--- src/rtl/dz_pkg.sv ---
// Shared definitions for the dual-bank LED matrix scanner.
// Holds the width helpers, the active-low row-select encoder and the
// all-off output constants used by dz_matrix_scan and dz_frame_buf.
package dz_pkg;

    // Upper bounds of the supported geometry; encoder and constants are
    // sized to these and truncated by the users to the real ROWS/COLS.
    localparam int ROWS_MAX = 16;
    localparam int COLS_MAX = 32;

    // Row select idles high (no row driven), columns idle low (no LED lit).
    localparam logic [ROWS_MAX-1:0] ROW_OFF = '1;
    localparam logic [COLS_MAX-1:0] COL_OFF = '0;

    // ceil(log2(n)) but never below 1, so a counter always has one bit.
    function automatic int clog2_min1(input int n);
        int w;
        w = $clog2(n);
        return (w < 1) ? 1 : w;
    endfunction

    // Width of a row address for a matrix with the given number of rows.
    function automatic int rw_width(input int rows);
        return clog2_min1(rows);
    endfunction

    // Active-low one-hot row select: bit idx low, every other bit high.
    function automatic logic [ROWS_MAX-1:0] row_sel_n(input logic [3:0] idx);
        return ~(ROWS_MAX'(1) << idx);
    endfunction

endpackage

--- src/rtl/dz_frame_buf.sv ---
// Dual-bank frame store: two banks of ROWS x (red COLS + green COLS) bits.
// Ports: clk/rst, one synchronous write port (bank, row, red, green) and two
// combinational read ports sharing a row address, one per bank.
module dz_frame_buf #(
    parameter int ROWS = 8,
    parameter int COLS = 8,
    parameter int RW   = 3
) (
    input  logic            clk,
    input  logic            rst,
    input  logic            wr_en_i,
    input  logic            wr_bank_i,
    input  logic [RW-1:0]   wr_row_i,
    input  logic [COLS-1:0] wr_red_i,
    input  logic [COLS-1:0] wr_grn_i,
    input  logic [RW-1:0]   rd_row_i,
    output logic [COLS-1:0] rd0_red_o,
    output logic [COLS-1:0] rd0_grn_o,
    output logic [COLS-1:0] rd1_red_o,
    output logic [COLS-1:0] rd1_grn_o
);

    logic [COLS-1:0] red_q [2][ROWS];
    logic [COLS-1:0] grn_q [2][ROWS];

    // Addresses beyond the last row are dropped (only possible when ROWS
    // is not a power of two).
    logic wr_ok;
    assign wr_ok = wr_en_i && ({1'b0, wr_row_i} < (RW+1)'(ROWS));

    always_ff @(posedge clk or posedge rst) begin
        if (rst) begin
            for (int b = 0; b < 2; b++) begin
                for (int r = 0; r < ROWS; r++) begin
                    red_q[b][r] <= '0;
                    grn_q[b][r] <= '0;
                end
            end
        end else if (wr_ok) begin
            red_q[wr_bank_i][wr_row_i] <= wr_red_i;
            grn_q[wr_bank_i][wr_row_i] <= wr_grn_i;
        end
    end

    assign rd0_red_o = red_q[0][rd_row_i];
    assign rd0_grn_o = grn_q[0][rd_row_i];
    assign rd1_red_o = red_q[1][rd_row_i];
    assign rd1_grn_o = grn_q[1][rd_row_i];

endmodule

--- src/rtl/dz_matrix_scan.sv ---
// Multiplexed bicolour LED matrix scanner with double-buffered frame store.
// Ports: clk/rst, back-buffer write (wr_en/wr_row/wr_red/wr_grn), swap
// handshake (swap_req/swap_pend/swap_done), registered drive (row/colr/colg,
// frame_start). Optional DZ_BLANK_EN blanks the columns on each row's first
// dwell cycle to suppress ghosting.
module dz_matrix_scan
    import dz_pkg::*;
#(
    parameter int ROWS  = 8,
    parameter int COLS  = 8,
    parameter int DWELL = 1
) (
    input  logic                        clk,
    input  logic                        rst,
    input  logic                        wr_en,
    input  logic [rw_width(ROWS)-1:0]   wr_row,
    input  logic [COLS-1:0]             wr_red,
    input  logic [COLS-1:0]             wr_grn,
    input  logic                        swap_req,
    output logic                        swap_pend,
    output logic                        swap_done,
    output logic                        frame_start,
    output logic [ROWS-1:0]             row,
    output logic [COLS-1:0]             colr,
    output logic [COLS-1:0]             colg
);

    localparam int RW = rw_width(ROWS);
    localparam int DW = clog2_min1(DWELL);

    // Scan position and buffer control
    logic [DW-1:0]   dwell_cnt_q, dwell_cnt_d;
    logic [RW-1:0]   row_idx_q,   row_idx_d;
    logic            front_sel_q, front_sel_d;
    logic            swap_pend_q, swap_pend_d;

    // Registered outputs
    logic            swap_done_q,   swap_done_d;
    logic            frame_start_q, frame_start_d;
    logic [ROWS-1:0] row_q,  row_d;
    logic [COLS-1:0] colr_q, colr_d;
    logic [COLS-1:0] colg_q, colg_d;

    logic [COLS-1:0] b0_red, b0_grn, b1_red, b1_grn;
    logic [COLS-1:0] front_red, front_grn;

    logic dwell_last, row_last, frame_end, do_swap;

    // Writes always go to the bank not being displayed. At a swapping frame
    // end the write still targets the pre-swap back bank, which becomes the
    // front bank on that same edge, so the data shows in the very next frame.
    dz_frame_buf #(
        .ROWS (ROWS),
        .COLS (COLS),
        .RW   (RW)
    ) u_frame_buf (
        .clk       (clk),
        .rst       (rst),
        .wr_en_i   (wr_en),
        .wr_bank_i (~front_sel_q),
        .wr_row_i  (wr_row),
        .wr_red_i  (wr_red),
        .wr_grn_i  (wr_grn),
        .rd_row_i  (row_idx_q),
        .rd0_red_o (b0_red),
        .rd0_grn_o (b0_grn),
        .rd1_red_o (b1_red),
        .rd1_grn_o (b1_grn)
    );

    assign front_red = front_sel_q ? b1_red : b0_red;
    assign front_grn = front_sel_q ? b1_grn : b0_grn;

    assign dwell_last = (dwell_cnt_q == DW'(DWELL - 1));
    assign row_last   = (row_idx_q   == RW'(ROWS - 1));
    assign frame_end  = dwell_last && row_last;
    // front_sel only moves here, so a frame is never torn between banks.
    assign do_swap    = frame_end && swap_pend_q;

    always_comb begin
        dwell_cnt_d = dwell_last ? '0 : dwell_cnt_q + 1'b1;

        row_idx_d = row_idx_q;
        if (dwell_last) begin
            row_idx_d = row_last ? '0 : row_idx_q + 1'b1;
        end

        front_sel_d = do_swap ? ~front_sel_q : front_sel_q;

        // A request on the swapping edge re-arms the pending flag, so exactly
        // one more swap follows at the next frame end; requests while already
        // pending fold into the existing one.
        swap_pend_d = swap_req || (swap_pend_q && !frame_end);
        swap_done_d = do_swap;

        // Outputs show the position the counters hold now, one cycle later.
        frame_start_d = (row_idx_q == '0) && (dwell_cnt_q == '0);
        row_d         = ROWS'(row_sel_n(4'(row_idx_q)));
        colr_d        = front_red;
        colg_d        = front_grn;
`ifdef DZ_BLANK_EN
        // Dark first dwell slot of every row while the row drivers settle.
        if (dwell_cnt_q == '0) begin
            colr_d = '0;
            colg_d = '0;
        end
`endif
    end

    always_ff @(posedge clk or posedge rst) begin
        if (rst) begin
            dwell_cnt_q   <= '0;
            row_idx_q     <= '0;
            front_sel_q   <= 1'b0;
            swap_pend_q   <= 1'b0;
            swap_done_q   <= 1'b0;
            frame_start_q <= 1'b0;
            row_q         <= ROWS'(ROW_OFF);
            colr_q        <= COLS'(COL_OFF);
            colg_q        <= COLS'(COL_OFF);
        end else begin
            dwell_cnt_q   <= dwell_cnt_d;
            row_idx_q     <= row_idx_d;
            front_sel_q   <= front_sel_d;
            swap_pend_q   <= swap_pend_d;
            swap_done_q   <= swap_done_d;
            frame_start_q <= frame_start_d;
            row_q         <= row_d;
            colr_q        <= colr_d;
            colg_q        <= colg_d;
        end
    end

    assign swap_pend   = swap_pend_q;
    assign swap_done   = swap_done_q;
    assign frame_start = frame_start_q;
    assign row         = row_q;
    assign colr        = colr_q;
    assign colg        = colg_q;

endmodule

--- config.mk ---
export PLATFORM = sky130hd
export DESIGN_NAME = dz_matrix_scan
export DESIGN_NICKNAME = d
export VERILOG_FILES = /design/src/rtl/dz_pkg.sv /design/src/rtl/dz_frame_buf.sv /design/src/rtl/dz_matrix_scan.sv
export SDC_FILE = /design/constraint.sdc
export NUM_CORES = 1
export LEC_CHECK = 0
export CAP_MARGIN = 10
export CORE_UTILIZATION = 50
export CTS_BUF_LIST = sky130_fd_sc_hd__clkbuf_16
export DETAILED_ROUTE_END_ITERATION = 8
export PLACE_DENSITY = 0.77
export SETUP_SLACK_MARGIN = 0.15
export SLEW_MARGIN = 20
export SYNTH_ARGS = -nofsm -noshare
export SYNTH_HDL_FRONTEND = slang
export SYNTH_HIERARCHICAL = 1
export SYNTH_SLANG_ARGS = --single-unit
--- constraint.sdc ---
create_clock -name clk -period 10.6 [get_ports clk]
set_input_delay 2.65 -clock clk [delete_from_list [all_inputs] [get_ports clk]]
set_output_delay 2.65 -clock clk [all_outputs]
set_load 0.01 [all_outputs]
==> insert_results.sql <==
INSERT INTO impl_metrics (metric_group, metric, value, unit) VALUES
('clock_network', 'tritoncts', 'yes', ''),
('yosys', 'seq_area_frac_synth', '0.566', ''),
('yosys', 'synth-seq-cells', '287', ''),
('yosys', 'synth.top_cells.by_area', 'dfrtp_1, mux2_2, mux4_2', ''),
('cells_and_area', 'layoutNonFillerInstCount', '1142', ''),
('yosys', 'synth_fp_nets', '796', ''),
('clock_network', 'cts.clk_slew.worst_paths', '0.06', 'ns'),
('timing', 'max_slew.worst_pin.slew', '1.10', 'ns'),
('placed_design', 'place_inst', '1093', ''),
('worst_setup_path', 'timing.critical_path.from_type', 'primary input', ''),
('placed_design', 'numPortBuffers', '49', ''),
('timing', 'maxSlewViolCount', '0', ''),
('yosys', 'ys.flop_type', 'dfrtp_1', ''),
('yosys', 'largest_area_contributor_in_the_netlist', 'dfrtp_1', ''),
('cells_and_area', 'syn2layout_area_growth', '12.2', '%'),
('yosys', 'post-synth-top-count-cell', 'mux2_2', ''),
('worst_setup_path', 'worst_ep_required_time', '11.01', 'ns'),
('yosys', 'synthesis_warnings', '6', ''),
('floorplan', 'initial_core_util', '0.517', ''),
('floorplan', 'floorplan.die_area', '26100', 'um2'),
('route', 'routed_wire_length_per_instance', '23.5', 'um'),
('yosys', 'synthDominantCellAreaShare', '0.549', ''),
('placed_design', 'pre_cts_slack', '5.65', 'ns'),
('worst_hold_path', 'min-delay-start', 'u_frame_buf/grn_q[92]', ''),
('clock_network', 'ctsHtreeMaxLevel', '1', ''),
('timing', 'rsz0062_at_grt', 'no', ''),
('global_routing', 'first_global_vias', '7429', ''),
('route', 'route.detailed.drc', '0', ''),
('global_routing', 'global_route.overflow_total', '0', ''),
('power', 'worst_ir_drop_vdd', '0.0997', 'mV'),
('worst_setup_path', 'path_class', 'in2reg', ''),
('timing', 'period_share', '0.413', ''),
('floorplan', 'fp.dieW', '161', 'um'),
('yosys', 'postSynth.asyncResetShare', '1.00', ''),
('clock_network', 'clock-sinks', '287', ''),
('yosys', 'netlist-cell-type-count', '26', ''),
('clock_network', 'cts.path.max_buffers', '3', ''),
('global_routing', 'antenna_violations_before_repair', '0', ''),
('floorplan', 'floorplan.io_pins', '50', ''),
('cells_and_area', 'fin_util', '0.580', ''),
('route', 'route.vias.total', '6681', ''),
('global_routing', 'grt.total_usage', '0.219', ''),
('timing', 'setup_viol', '0', ''),
('clock_network', 'cts_root_buf', 'clkbuf_16', ''),
('worst_setup_path', 'timing.rr.start', 'row_idx_q[0]', ''),
('yosys', 'synth_commonest_cells', 'mux2_2, dfrtp_1, mux4_2, buf_2, clkbuf_1', ''),
('worst_hold_path', 'min-delay-path-class', 'reg2reg', ''),
('route', 'totalWireLength', '26800', 'um'),
('worst_setup_path', 'cp.arrival', '4.79', 'ns'),
('outcome', 'outcome', 'finished, final reports clean', ''),
('power', 'p_leak', '6.04', 'nW'),
('clock_network', 'insertion_delay_of_the_later_clocked_pin_in_the_worst_skew_pair', '0.54', 'ns'),
('clock_network', 'cts_resized', '0', ''),
('global_routing', 'first_pass_grt_wire_length', '43300', 'um'),
('clock_network', 'cts_buffers', '29', ''),
('timing', 'hold_violations', '0', ''),
('floorplan', 'core_area', '24600', 'um2'),
('worst_setup_path', 'timing.critical_path.fanout_max', '16', ''),
('yosys', 'synth_enable_flop_cells', '0', ''),
('yosys', 'synth_area_per_cell', '16.6', 'um2'),
('cells_and_area', 'design.final.nets', '830', ''),
('worst_setup_path', 'startpoint', 'wr_row[1]', ''),
('clock_network', 'post_cts.repair.setup_buffers', '0', ''),
('worst_setup_path', 'timing.critical_path.to_type', 'flip-flop', ''),
('cells_and_area', 'insertedDiodeCount', '0', ''),
('route', 'drt_iter0_markers', '368', ''),
('clock_network', 'hold_buffers', '0', ''),
('route', 'number_of_antenna_violating_nets_in_the_routed_design', '0', ''),
('route', 'first_pass_iters', '4', ''),
('timing', 'max_freq', '0.228', 'GHz'),
('yosys', 'postSynthCellCount', '766', '');
-- metrics by stage --
stage | area [um2] | hold WS (ns) | total power [mW]
2_1_floorplan | 12700 | 0.471 | 1.73
3_3_place_gp | 13400 | 0.482 | 1.82
3_5_place_dp | 13400 | 0.489 | 1.87
4_1_cts | 14300 | 0.504 | 2.76
5_1_grt | 14300 | 0.515 | 2.86
6_report | 14300 | 0.502 | 2.73
-- power by group --
part           leakage (nW)  internal (mW)  total, mW  switching (mW)
logic                  2.13          0.288      0.426           0.138
clock network         0.433          0.489      0.885           0.396
registers              3.48           1.31       1.42           0.109
total                  6.04           2.09       2.73           0.643
-- cell usage in the layout (no fill, tap or decap), types with 7 or more instances in the layout --
cell	n
clkbuf_16	29
nor2_2	7
mux4_2	64
dfrtp_1	277
mux2_4	9
inv_1	18
clkdlybuf4s50_1	49
mux2_2	295
buf_4	11
ha_1	7
dfstp_2	8
-- logic make-up (layout without fill, tap and decap cells) --
kind of cell | after synthesis | count (layout) | synth area share
mux | 368 | 368 | 0.385
simple gates | 33 | 33 | 0.0140
compound gates | 1 | 1 | 0.000591
xor+xnor | 1 | 1 | 0.000689
buf+inv | 69 | 121 | 0.0269
flops | 287 | 287 | 0.566
fa+ha+maj | 7 | 7 | 0.00689
-- worst paths after layout --
| path | to | depth (start not counted) | slack (ns) |
|---|---|---|---|
| worst max-delay path | u_frame_buf/red_q[89] | 4 | 6.22 |
| worst min-delay path | u_frame_buf/grn_q[92] | 1 | 0.50 |
| worst max register to register | colr[0] | 4 | 7.75 |
| worst min register to register | u_frame_buf/grn_q[92] | 1 | 0.50 |
| max in group asynchronous | u_frame_buf/red_q[74] | 3 | 6.46 |
| min in group asynchronous | u_frame_buf/red_q[103] | 2 | 2.67 |
-- final cells by class --
type,instances,area (um2)
Inverter,11,48.8
Sequential cell,287,7200
Clock buffer,29,726
Timing Repair Buffer,61,588
Fill cell,1839,10300
Tap cell,324,405
Clock inverter,20,82.6
Multi-Input combinational cell,410,5210
-- state kept, by name (all words and copies together) (netlist names) --
signal             flops
colg                   8
colr                   8
frame_start            1
front_sel_q            1
row                    8
row_idx_q              3
swap_done              1
swap_pend              1
u_frame_buf/grn_q    128
u_frame_buf/red_q    128
-- layer usage --
metal  share of wire  global-route usage  wire [um]
met5               0                   0          0
met4           0.030              0.0750        799
met3           0.044              0.0316       1170
met2            0.50               0.370      13400
met1            0.43               0.290      11400
-- worst max-delay path, stage by stage --
cell,delay (ns)
clkdlybuf4s50_1,0.53
nand3b_1,0.29
or3_1,0.88
mux2_2,0.43
Note: power is estimated with default switching activity, not from simulation.
